## config.mk

```make
export PLATFORM = sky130hd
export DESIGN_NAME = ram_1rw_nr
export DESIGN_NICKNAME = d
export VERILOG_FILES = /design/src/rtl/ram_pkg.sv /design/src/rtl/ram_byte_merge.sv /design/src/rtl/ram_1rw_nr.sv
export SDC_FILE = /design/constraint.sdc
export NUM_CORES = 2
export LEC_CHECK = 0
export BUFFER_PORTS_ARGS = -buffer_cell sky130_fd_sc_hd__buf_2
export CORE_MARGIN = 2
export CORE_UTILIZATION = 40
export DETAILED_ROUTE_END_ITERATION = 12
export PLACE_DENSITY = 0.59
export SETUP_SLACK_MARGIN = 0.2
export SYNTH_ARGS = -nofsm -noshare
export SYNTH_HDL_FRONTEND = slang
export SYNTH_SLANG_ARGS = --single-unit
export TNS_END_PERCENT = 1
```

## constraint.sdc

```tcl
create_clock -name CLK -period 3.3 [get_ports CLK]
set_input_delay 0.165 -clock CLK [delete_from_list [all_inputs] [get_ports CLK]]
set_output_delay 0.165 -clock CLK [all_outputs]
set_load 0.005 [all_outputs]
```

## src/rtl/ram_pkg.sv

```systemverilog
// Shared definitions for the ram_1rw_nr register-file RAM: the control
// state type, the byte-lane count helper and the word written by the
// post-reset clear sweep.
package ram_pkg;

    // CLEAR: post-reset sweep zeroing every entry; RUN: ports are live.
    typedef enum logic [0:0] {
        CLEAR = 1'b0,
        RUN   = 1'b1
    } ram_state_t;

    // Widest data word the clear constant covers; instances slice it down.
    localparam int RAM_MAX_WIDTH = 4096;

    // Value written into every entry during the clear sweep.
    localparam logic [RAM_MAX_WIDTH-1:0] RAM_CLEAR_WORD = '0;

    // Number of byte lanes (and byte write enables) in a WIDTH-bit word.
    function automatic int ram_byte_count(input int width);
        return width / 8;
    endfunction

endpackage

```

## src/rtl/ram_byte_merge.sv

```systemverilog
// Combinational per-byte merge used by the write-to-read bypass: each byte
// lane takes the new word where its enable is set, otherwise the old word.
// Only instantiated when RAM_BYPASS_EN is defined.
module ram_byte_merge
    import ram_pkg::*;
#(
    parameter int WIDTH = 64
) (
    input  logic [WIDTH-1:0]   old_word,
    input  logic [WIDTH-1:0]   new_word,
    input  logic [WIDTH/8-1:0] be,
    output logic [WIDTH-1:0]   merged
);

    localparam int NBYTES = ram_byte_count(WIDTH);

    // Lane-by-lane select between stored and freshly written bytes.
    always_comb begin
        merged = old_word;
        for (int i = 0; i < NBYTES; i++) begin
            if (be[i]) begin
                merged[8*i +: 8] = new_word[8*i +: 8];
            end
        end
    end

endmodule

```

## src/rtl/ram_1rw_nr.sv

```systemverilog
// ram_1rw_nr: register-file RAM with one read/write port (port 0) and NREAD
// read-only ports, byte write enables and a registered one-cycle read.
// After reset an internal sweep writes zero to every entry; READY rises on
// the edge that completes the last clear write.
//
// Build option: define RAM_BYPASS_EN to make a read whose address matches a
// same-cycle port-0 write return the per-byte merge of new and stored data.
// Without it, such reads return the pre-write contents and no comparators
// or merge muxes exist.
//
// Port semantics: there is no backpressure. While READY is high, every
// cycle with an enable high is an accepted access; the address and data are
// sampled at that edge and the read result appears on the output register
// after the same edge. While READY is low, enables are ignored. An output
// whose enable is low holds its previous value.
//
// The control state is held in 'state' (ram_state_t) for checkers to bind to.
module ram_1rw_nr
    import ram_pkg::*;
#(
    parameter int BITS  = 5,
    parameter int WIDTH = 64,
    parameter int NREAD = 2
) (
    input  logic                   CLK,
    input  logic                   RST_N,
    output logic                   READY,
    input  logic                   EN0,
    input  logic [BITS-1:0]        A0,
    input  logic [WIDTH/8-1:0]     WE0,
    input  logic [WIDTH-1:0]       Di0,
    output logic [WIDTH-1:0]       Do0,
    input  logic [NREAD-1:0]       EN_R,
    input  logic [NREAD*BITS-1:0]  A_R,
    output logic [NREAD*WIDTH-1:0] Do_R
);

    localparam int              NBYTES    = ram_byte_count(WIDTH);
    localparam int              DEPTH     = 2**BITS;
    localparam logic [BITS-1:0] LAST_ADDR = {BITS{1'b1}};

    logic [WIDTH-1:0] mem [DEPTH];
    ram_state_t       state;
    logic [BITS-1:0]  clr_cnt;

    // Clear sweep sequencing: restart from entry 0 on every reset edge and
    // enter RUN once the last entry has been written.
    always_ff @(posedge CLK) begin
        if (!RST_N) begin
            state   <= CLEAR;
            clr_cnt <= '0;
        end else if (state == CLEAR) begin
            clr_cnt <= clr_cnt + 1'b1;
            if (clr_cnt == LAST_ADDR) begin
                state <= RUN;
            end
        end
    end

    assign READY = (state == RUN);

    // Array writes: zero fill during the sweep, byte-masked port-0 writes in
    // RUN. Contents are deliberately left alone on a reset edge.
    always_ff @(posedge CLK) begin
        if (RST_N) begin
            if (state == CLEAR) begin
                mem[clr_cnt] <= RAM_CLEAR_WORD[WIDTH-1:0];
            end else if (EN0) begin
                for (int i = 0; i < NBYTES; i++) begin
                    if (WE0[i]) begin
                        mem[A0][8*i +: 8] <= Di0[8*i +: 8];
                    end
                end
            end
        end
    end

    // Port-0 read word; with bypass the write always targets A0, so the
    // merge uses WE0 directly.
    logic [WIDTH-1:0] rd0_old;
    logic [WIDTH-1:0] rd0_word;

    assign rd0_old = mem[A0];

`ifdef RAM_BYPASS_EN
    ram_byte_merge #(
        .WIDTH(WIDTH)
    ) u_merge0 (
        .old_word(rd0_old),
        .new_word(Di0),
        .be      (WE0),
        .merged  (rd0_word)
    );
`else
    assign rd0_word = rd0_old;
`endif

    // Port-0 output register: loads on enable in RUN, otherwise holds.
    always_ff @(posedge CLK) begin
        if (!RST_N) begin
            Do0 <= '0;
        end else if (state == RUN && EN0) begin
            Do0 <= rd0_word;
        end
    end

    for (genvar k = 0; k < NREAD; k++) begin : g_rd
        logic [BITS-1:0]  addr;
        logic [WIDTH-1:0] old_word;
        logic [WIDTH-1:0] rd_word;
        logic [WIDTH-1:0] q;

        assign addr     = A_R[k*BITS +: BITS];
        assign old_word = mem[addr];

`ifdef RAM_BYPASS_EN
        // Only bytes being written this cycle at this address are forwarded.
        logic [NBYTES-1:0] be;

        assign be = (EN0 && (addr == A0)) ? WE0 : '0;

        ram_byte_merge #(
            .WIDTH(WIDTH)
        ) u_merge (
            .old_word(old_word),
            .new_word(Di0),
            .be      (be),
            .merged  (rd_word)
        );
`else
        assign rd_word = old_word;
`endif

        // Read-port output register: loads on enable in RUN, otherwise holds.
        always_ff @(posedge CLK) begin
            if (!RST_N) begin
                q <= '0;
            end else if (state == RUN && EN_R[k]) begin
                q <= rd_word;
            end
        end

        assign Do_R[k*WIDTH +: WIDTH] = q;
    end

endmodule
```

## Word-level counts from Yosys, hierarchy flattened

Memories as Yosys holds them, arrays and structs flattened. A register that Yosys moved wholly into a read port is not among the register bits.
Index checks and enable logic that the tools add are counted.

- Register bits after elaboration: 6
- Bits in writable memories: 2048
- Input port bits: 92
- Word-level logic and storage cells: 60
- Memories kept: 1

- Add/sub/neg operators: 1
- Eq/ne operators: 1
- Multiplexer cells: 48
- Reduce and logical (&&, ||, !) cells: 7

Memories:

| name | depth | bits a word | rd ports | clocked after memory_dff | write ports | line | text |
|---|---|---|---|---|---|---|---|
| mem | 32 | 64 | 3 | 3 | 1 | ram_1rw_nr.sv:42 | `logic [WIDTH-1:0] mem [DEPTH];` |

Operator list:

| cell | number |
|---|---|
| $mux W64 | 1 |
| $reduce_or A64 Y1 | 1 |
| $mux W1 | 45 |
| $mux W8 | 1 |
| $add A5 B1 Y5 const B | 1 |
| $eq A5 B5 Y1 const B | 1 |
| $mux W5 | 1 |
| $logic_and A1 B1 Y1 | 3 |
| $logic_not A1 Y1 | 3 |

## Longest topological paths before layout

- Word-level depth: 7
- Depth in mapped cells: 11
- Gate-level depth less buffers: 5

## Worst setup path after synthesis

No wires, ideal clock.

- Kind: reg2reg
- From: register state (netlist: READY)
- To: memory mem[10][48] (enable)
- Library setup time: 0.370 ns
- Arrival: 2.223 ns
- Required time: 2.930 ns
- Slack: 0.707 ns
- Cell stages (with the launch flop): 8
- Buffers on the path: 2
- Period minus slack after synthesis: 2.593 ns
- Cell sequence: dfxtp_1 and3_1 a21boi_2 buf_6 mux2i_1 nand2_1 buf_2 nor2_1

- Word-level cells in the longest chain between the ends: 5
- Elaborated cells on any way between the ends: 30

RTL lines:

| item | line | text |
|---|---|---|
| start, declared | ram_1rw_nr.sv:43 | `ram_state_t state;` |
| start signal, assigned | ram_1rw_nr.sv:50 | `state <= CLEAR;` |
| start signal, assigned | ram_1rw_nr.sv:55 | `state <= RUN;` |
| $mux W1 | ram_1rw_nr.sv:66 | `if (state == CLEAR) begin` |
| $mux W1 | ram_1rw_nr.sv:65 | `if (RST_N) begin` |
| $mux W1 (not written as such) | ram_1rw_nr.sv:71 | `mem[A0][8*i +: 8] <= Di0[8*i +: 8];` |
| $reduce_or A64 Y1 (no source line) | -- |  |
| $mux W5 (no source line) or $mux W8 (tied branches) | -- |  |
| end, declared | ram_1rw_nr.sv:42 |  |

Several ways; a longest one is shown, not always the timed one.

## Worst setup path in the final report

- From: register state (netlist: READY)
- To: memory mem[9][55] (enable)

Same word-level chain as after synthesis.

==> summary.txt <==
Logic synthesis
  • Synth area leader: edfxtp_1
  • Area share of the largest cell type after synthesis: 0.511
  • Number of synthesized register bits: 2246
  • Seq/Total Area, Yosys: 0.544
  • Cell Area, Synth: 0.120 mm²
  • Yosys warns: 0
  • Synth Area per Inst: 15.6 µm²
  • Syn_nets: 7812
  • Cell count after synthesis: 7718
  • Largest cells by area after synthesis: edfxtp_1 (51%), mux4_2 (19%), mux2i_1 (9.8%)
  • Async SR Flop Fraction: 0
  • Post-synth EDFFs: 2048
  • Synth unique cells: 56
  • Ys flop type: edfxtp_1

Power
  • Tot Pwr: 64100 µW
  • Share of power burned in registers: 0.481
  • Internal power: 48700 µW
  • P_sw: 15400 µW
  • Switching part of the total: 0.240
  • Clock share of power: 0.428
  • PwrDens: 454 mW/mm²
  • Peak VDD IR: 0.458 mV
  • Leakage: 0.0517 µW
  • Combinational power share: 0.090

GRT
  • Grt total ovfl: 0
  • Largest net degree at the start of global routing: 92
  • Total GRT Usage: 0.310
  • Initial antenna violation count: 36
  • Vias in the first global route: 84100
  • First-pass GRT wire length: 668000 µm

Final layout
  • Layout cells sized above 1: 0.323
  • Most common cell after layout, fill and taps aside: edfxtp_1
  • Net count reported at finish: 8559
  • Area Overhead vs Synth: 17.4%
  • Most frequent cells in the layout: edfxtp_1 (2048), mux2i_1 (1177), mux4_2 (1033), buf_4 (666), o22ai_1 (655)

STA
  • Total Neg Setup Slack: 0 ns
  • Slew @ Worst Pin: 1.43 ns
  • Worst hold slack: -0.0157 ns
  • Slew Viols, Final: 0
  • Rel. slew slack: 0.0488
  • RSZ-0062 raised after global routing: true
  • Min Tclk post-route: 3.14 ns
  • Final setup violation count: 0
  • Worst setup skew after layout: 0.0501 ns
  • Max Freq: 0.318 GHz
  • Hold Violations, Final: 17
  • Final Cycle Share: 0.952

Worst hold path
  • Worst hold start: Di0[4]
  • Hold Crit Class: in2reg

Setup path
  • Worst R2R Start: READY$_SDFF_PN0_
  • Worst-path cell chain: and3_1 > a21boi_4 > buf_12 > mux2i_4 > nand4_2 > buf_4 > nor2_1 > buf_4
  • Worst Setup Start Kind: register
  • Crit path buf inv count: 3
  • Max stage delay on crit path: 0.44 ns
  • Worst-path fanout max: 14
  • WP data required: 3.89 ns
  • Crit-path most repeated cell: buf_4
  • WS Path Type: reg2reg
  • Path length in cells of the critical path: 8
  • Flop2flop setup slack: 0.16 ns
  • Worst r2r dst: mem[9][55]$_DFFE_PP_
  • Kind of end point of the critical path: register
  • Worst path top cell family by delay: simple AND/OR/NAND/NOR gates
  • Reg2reg path depth: 8
  • CP startpoint: READY$_SDFF_PN0_
  • Slowest-stage cell, CP: mux2i_4
  • Worst Path Arrival: 3.73 ns
  • Critical path capture point: mem[9][55]$_DFFE_PP_

Floorplanning
  • Die height: 553 µm
  • DIE WIDTH: 553 µm
  • Die area: 0.305 mm²
  • Core ar.: 0.300 mm²
  • Floorplan row count: 201
  • # IOs: 285
  • Initial Util: 0.402

Routing
  • WL/cell: 38.3 µm
  • Drt pass-1 iters: 7
  • Post-route DRC: 0
  • Initial DRC count: 12400
  • Via Count: 85600
  • Vias per inst: 6.77
  • Antenna-violating nets left: 0
  • WL final: 485000 µm

CTS
  • Root Driver: clkbuf_16
  • Sink Count: 2246
  • TritonCTS clock tree: done
  • CTS Buffer Depth: 4
  • Clock transition at the registers of the reported paths: 0.07 ns
  • Clk Latency, worst-skew pair: 0.93 ns
  • CTS H-Tree Depth: 4
  • CTS buffer count: 239

Status
  • Status: complete, but fails checks
  • Failing checks: hold timing

Placed design
  • Routability Congestion: 0.959
  • DP Wirelength: 328000 µm
  • Port Buffer Count: 284

Job
  • MaxCap Viol Count: 0
area by class of cell:
| type | instances | area (µm²) |
|---|---|---|
| Sequential cell | 2246 | 65500 |
| Clock buffer | 309 | 6570 |
| Timing Repair Buffer | 1234 | 11600 |
| Tap cell | 3958 | 4950 |
| Multi-Input combinational cell | 4685 | 51100 |
| Antenna cell | 22 | 55.1 |
| Inverter | 59 | 221 |
| Clock inverter | 136 | 1310 |
| Fill cell | 25300 | 158000 |
sequential cells by signal (all words and copies together), names as in the netlist:
register and cells:
g_rd.q 128, READY 1, Do0 64, clr_cnt 5, mem 2048
metal layers:
layer,GRT usage,wire [µm]
met2,0.467,215000
met4,0.198,36100
met3,0.0771,57100
met5,0,104
met1,0.399,177000
worst register-to-register path: stages (launching register included):
cell,delay (ns)
dfxtp_1,0.33
and3_1,0.34
a21boi_4,0.37
buf_12,0.23
mux2i_4,0.45
nand4_2,0.16
buf_4,0.26
nor2_1,0.41
buf_4,0.26
metrics by stage:
stage	cell area, µm²	cells	hold WS (ns)	setup slack, ns	utilization
after floorplan	120000	7718	0.439	0.707	-
after global placement	133000	12100	0.436	0.199	0.443
after detailed placement	133000	12100	0.443	0.194	0.443
after CTS	141000	12600	0.0266	0.192	0.472
after global routing	141000	12600	0.0177	0.174	0.472
final	141000	12600	-0.0157	0.159	0.472
cells in the mapped netlist (22+ instances only):
cell,instances
and2_1,72
o211a_1,58
buf_1,52
a21oi_1,106
a22oi_1,27
o221ai_1,22
o32ai_1,38
nor3_1,215
edfxtp_1,2048
dfxtp_1,198
nor2b_1,120
clkbuf_1,314
mux2_2,128
a211oi_1,97
o22ai_1,655
o31ai_1,67
mux4_2,1033
o21ai_0,213
buf_6,43
nor2_1,348
clkinv_1,55
mux2i_1,1178
buf_2,213
buf_4,99
nand2_1,96
what timing repair did:
item | CTS | global route
buffers inserted | 0 | 2
resized for setup | 1 | 1
setup endpoints to repair | 12 | 63
hold endpoints to repair | 1521 | 0
hold buffers | 61 | 0
pin swaps | 0 | 0
power groups by stage:
stage | Sequential (µW) | Combinational (µW) | Clock (µW)
2_1_floorplan | 31400 | 3310 | 0
3_3_place_gp | 31500 | 5570 | 0
3_5_place_dp | 31500 | 5600 | 0
4_1_cts | 30900 | 5670 | 27700
5_1_grt | 30900 | 5890 | 28700
6_report | 30900 | 5800 | 27500
logic make-up after synthesis:
group	count (synthesis)	share of synthesized area
buffers and inverters	787	0.0330
flip-flops	2246	0.544
XOR/XNOR	3	0.000218
AO/OA/AOI/OAI	1341	0.0724
multiplexers	2370	0.310
AND/OR/NAND/NOR	969	0.0406
adder cells (fa/ha/maj)	2	0.000208
how the worst min path moves through the flow:
| stage | endpoint | slack (ns) | cells after the start |
|---|---|---|---|
| after global routing | mem[18][4]$_DFFE_PP_ | 0.02 | 2 |
| after floorplan | g_rd[1].q[62]$_SDFFE_PN0P_ | 0.44 | 2 |
| after CTS | g_rd[0].q[62]$_SDFFE_PN0P_ | 0.03 | 4 |
| after global placement | g_rd[1].q[14]$_SDFFE_PN0P_ | 0.44 | 2 |
| final | mem[18][4]$_DFFE_PP_ | -0.02 | 2 |
| after detailed placement | g_rd[1].q[14]$_SDFFE_PN0P_ | 0.44 | 2 |
(Power assumes the default switching activity.)
